--- src/rtl/test_logic_pkg.sv ---
// -----------------------------------------------------------------------------
// test_logic_pkg
// Shared definitions for the craps dice-game block:
//   - result_e    : registered game state encodings (init / reroll / win / lose)
//   - BLANK_DIE   : die code that blanks a seven-segment display
//   - SEG_*       : active-low seven-segment patterns, bit order {g,f,e,d,c,b,a}
//   - die_legal() : true for a die face value in 1..6
// -----------------------------------------------------------------------------
package test_logic_pkg;

    typedef enum logic [1:0] {
        RES_INIT   = 2'b00,
        RES_REROLL = 2'b01,
        RES_WIN    = 2'b10,
        RES_LOSE   = 2'b11
    } result_e;

    localparam logic [2:0] BLANK_DIE = 3'd7;

    localparam logic [6:0] SEG_0     = 7'b1000000;
    localparam logic [6:0] SEG_1     = 7'b1111001;
    localparam logic [6:0] SEG_2     = 7'b0100100;
    localparam logic [6:0] SEG_3     = 7'b0110000;
    localparam logic [6:0] SEG_4     = 7'b0011001;
    localparam logic [6:0] SEG_5     = 7'b0010010;
    localparam logic [6:0] SEG_6     = 7'b0000010;
    localparam logic [6:0] SEG_BLANK = 7'b1111111;

    function automatic logic die_legal(input logic [2:0] d);
        return (d != 3'd0) && (d != 3'd7);
    endfunction

endpackage

--- src/rtl/seven_seg_decoder.sv ---
// -----------------------------------------------------------------------------
// seven_seg_decoder
// Combinational 3-bit value to active-low seven-segment pattern {g,f,e,d,c,b,a}.
//   value : 3-bit code; 7 is the blank code
//   seg   : active-low segment drive
// -----------------------------------------------------------------------------
module seven_seg_decoder
    import test_logic_pkg::*;
(
    input  logic [2:0] value,
    output logic [6:0] seg
);

    always_comb begin
        seg = SEG_BLANK;
        case (value)
            3'd0:    seg = SEG_0;
            3'd1:    seg = SEG_1;
            3'd2:    seg = SEG_2;
            3'd3:    seg = SEG_3;
            3'd4:    seg = SEG_4;
            3'd5:    seg = SEG_5;
            3'd6:    seg = SEG_6;
            default: seg = SEG_BLANK;
        endcase
    end

endmodule

--- config.mk ---
export PLATFORM = sky130hd
export DESIGN_NAME = seven_seg_decoder
export DESIGN_NICKNAME = d
export VERILOG_FILES = /design/src/rtl/test_logic_pkg.sv /design/src/rtl/seven_seg_decoder.sv
export SDC_FILE = /design/constraint.sdc
export NUM_CORES = 1
export LEC_CHECK = 0
export ABC_CLOCK_PERIOD_IN_PS = 1000
export CAP_MARGIN = 10
export CORE_AREA = 2 2 39 41
export DETAILED_ROUTE_END_ITERATION = 7
export DIE_AREA = 0 0 41 43
export GPL_ROUTABILITY_DRIVEN = 0
export GPL_TIMING_DRIVEN = 0
export SLEW_MARGIN = 20
export SYNTH_ARGS = -nofsm -noshare
export SYNTH_HDL_FRONTEND = slang
export SYNTH_SLANG_ARGS = --single-unit
--- constraint.sdc ---
create_clock -name vclk -period 1
set_clock_uncertainty 0.15 [all_clocks]
set_input_delay 0.15 -clock vclk [all_inputs]
set_output_delay 0.15 -clock vclk [all_outputs]
set_load 0.02 [all_outputs]
==> flow_summary.json <==
{
  "required_ns": 0.70,
  "seq_power_share_pct": 0,
  "finalCriticalPeriod_ns": 1.09,
  "layout_worst_path_cycle_share_pct": 109,
  "synth_top_area_share_pct": 19.6,
  "syn-cell-area_um2": 115,
  "initial_utilization_pct": 8.32,
  "max_slew_margin_pct": 90.9,
  "layout.area.seq_um2": 0,
  "detailroute.via_count": 128,
  "timing.critical_path.from_type": "primary input",
  "synth_common_cells": "buf_4 (2), buf_6 (2), nor2_1 (2)",
  "drive_gt1_share_pct": 64.0,
  "fin_worst_hold_slack_ns": 0.463,
  "port_buffers": 7,
  "io_pins": 10,
  "final.setup.tns_ns": -0.118,
  "syn_avg_cell_area_um2": 6.77,
  "synth.yosys.seq_area_share_pct": 0,
  "post-route-worst-setup-slack_ns": -0.0939,
  "flops_and_latches": 0,
  "synthesis.nets": 20,
  "placed_area_um2": 233,
  "critical_path.max_fanout": 6,
  "die_width_um": 41,
  "hold_viol": 0,
  "yosysUniqueCellTypes": 14,
  "critical_path_class": "primary input to primary output",
  "insertedDiodeCount": 0,
  "clock_buffer_count": 0,
  "report.final.setup_viol": 2,
  "critical_path_arrival_ns": 0.79,
  "avgViaCountPerCell": 3.12,
  "finish.net_count": 30,
  "cts-hold-fix-buffers": 0,
  "placement_rows": 14,
  "max_freq_ghz": 0.914,
  "first_global_vias": 82,
  "synthesis.instances": 17,
  "routedWlPerCell_um": 6.32,
  "sw_share_pct": 48.9,
  "ir_worst_vdd_uv": 101,
  "grt_start_max_net_pins": 9,
  "max_slew.worst_pin.slew_ns": 0.135,
  "antenna_found_initial": 0,
  "drc_violation_count_after_routing": 0,
  "wl_um": 259,
  "fp.dieH_um": 43,
  "max_cap_violations": 0,
  "dr.first_iter.drc_count": 0,
  "ant_nets": 0,
  "cp-end-kind": "primary output",
  "core_area_um2": 1380,
  "pwr-share-comb_pct": 100.0,
  "filler_cell_count": 171,
  "finalCoreUtilization_pct": 16.0,
  "post-dp-hpwl_um": 220,
  "area_growth_from_synthesis_to_layout_pct": 92.4,
  "grt_pass1_wl_um": 358,
  "cellInternalPower_uw": 66.2,
  "failed_checks": "setup timing",
  "synth.area.top_cells": "buf_6 (20%), buf_4 (13%), a21o_2 (7.6%), xnor2_1 (7.6%), xor2_1 (7.6%)",
  "cell_taking_the_most_area_after_synthesis": "buf_6",
  "clockPowerShare_pct": 0,
  "final-max-slew-violation-count": 0,
  "power_density_nw_per_um2": 585,
  "detailedRoute.firstPassIterationCount": 1,
  "setup_repair_after_global_routing_missed_its_margin": "true",
  "yosys_warnings": 0,
  "gr-usage-all-layers_pct": 2.60,
  "p_switching_uw": 63.3,
  "result_of_the_run": "finished, violations left",
  "die-area_um2": 1760,
  "static_leakage_power_nw": 0.112,
  "grt.overflow.total": 0,
  "worstHoldPathType": "primary input to primary output",
  "final_cell_area_um2": 221
}
## layer usage
metal | track usage [%] | up-vias | routed length [µm]
met4 | 0 | 0 | 0
li1 | - | 68 | -
met3 | 0 | 0 | 24
met5 | 0 | - | 0
met2 | 3.75 | 6 | 126
met1 | 4.43 | 54 | 108
## per-stage QoR
| stage | instances | setup WS [ns] | total power, mW |
|---|---|---|---|
| 3_5_place_dp | 40 | -0.531 | 0.140 |
| 3_3_place_gp | 40 | -0.525 | 0.139 |
| 4_1_cts | 40 | -0.101 | 0.124 |
| 2_1_floorplan | 17 | -0.0893 | 0.0922 |
| 5_1_grt | 41 | -0.107 | 0.139 |
| 6_report | 41 | -0.0939 | 0.130 |
## worst max-delay path, cell delays in order
cell and delay, ns:
buf_12 0.11, nor3b_2 0.14, a21o_1 0.16, buf_6 0.11, buf_6 0.12
## logic make-up after synthesis
family,count (synthesis),synth area share [%]
AO/OA/AOI/OAI,4,22.8
buffers and inverters,5,35.9
XOR/XNOR,2,15.2
AND/OR/NAND/NOR,6,26.1
## final timing paths
path	from	end	slack (ns)	depth (start not counted)
max	value[0]	seg[3]	-0.09	5
min	value[0]	seg[4]	0.46	3
## cell type report
class                      count  area (µm²)  area share [%]
multi-input combinational     12        88.8            40.1
buffer                         4        57.6            26.0
timing repair buffer           8        51.3            23.2
tap                           16        20.0            9.04
inverter                       1        3.75            1.69
## placed cells by master, fill, tap and decap left out
cell     count
buf_6        3
nor2b_1      1
inv_1        1
o21ai_1      1
buf_8        1
buf_2        5
nor2_2       1
buf_4        2
nor2_1       1
xnor2_2      1
buf_12       1
nor3b_2      1
a21o_1       1
o21ai_0      1
nand2_1      1
xor2_1       1
nand3_1      1
a21o_2       1
## what timing repair did
action                                  in CTS  in global routing
gates resized for setup                     31                  3
buffers inserted                             0                  1
pin swaps                                    0                  2
endpoints found under the setup margin       7                  3
## power by group through the flow
stage / registers [mW] / logic [mW] / clock network [mW]
2_1_floorplan: 0 / 0.0922 / 0
3_3_place_gp: 0 / 0.139 / 0
3_5_place_dp: 0 / 0.140 / 0
4_1_cts: 0 / 0.124 / 0
5_1_grt: 0 / 0.139 / 0
6_report: 0 / 0.130 / 0
No activity file was read; power rests on OpenSTA's default activity.
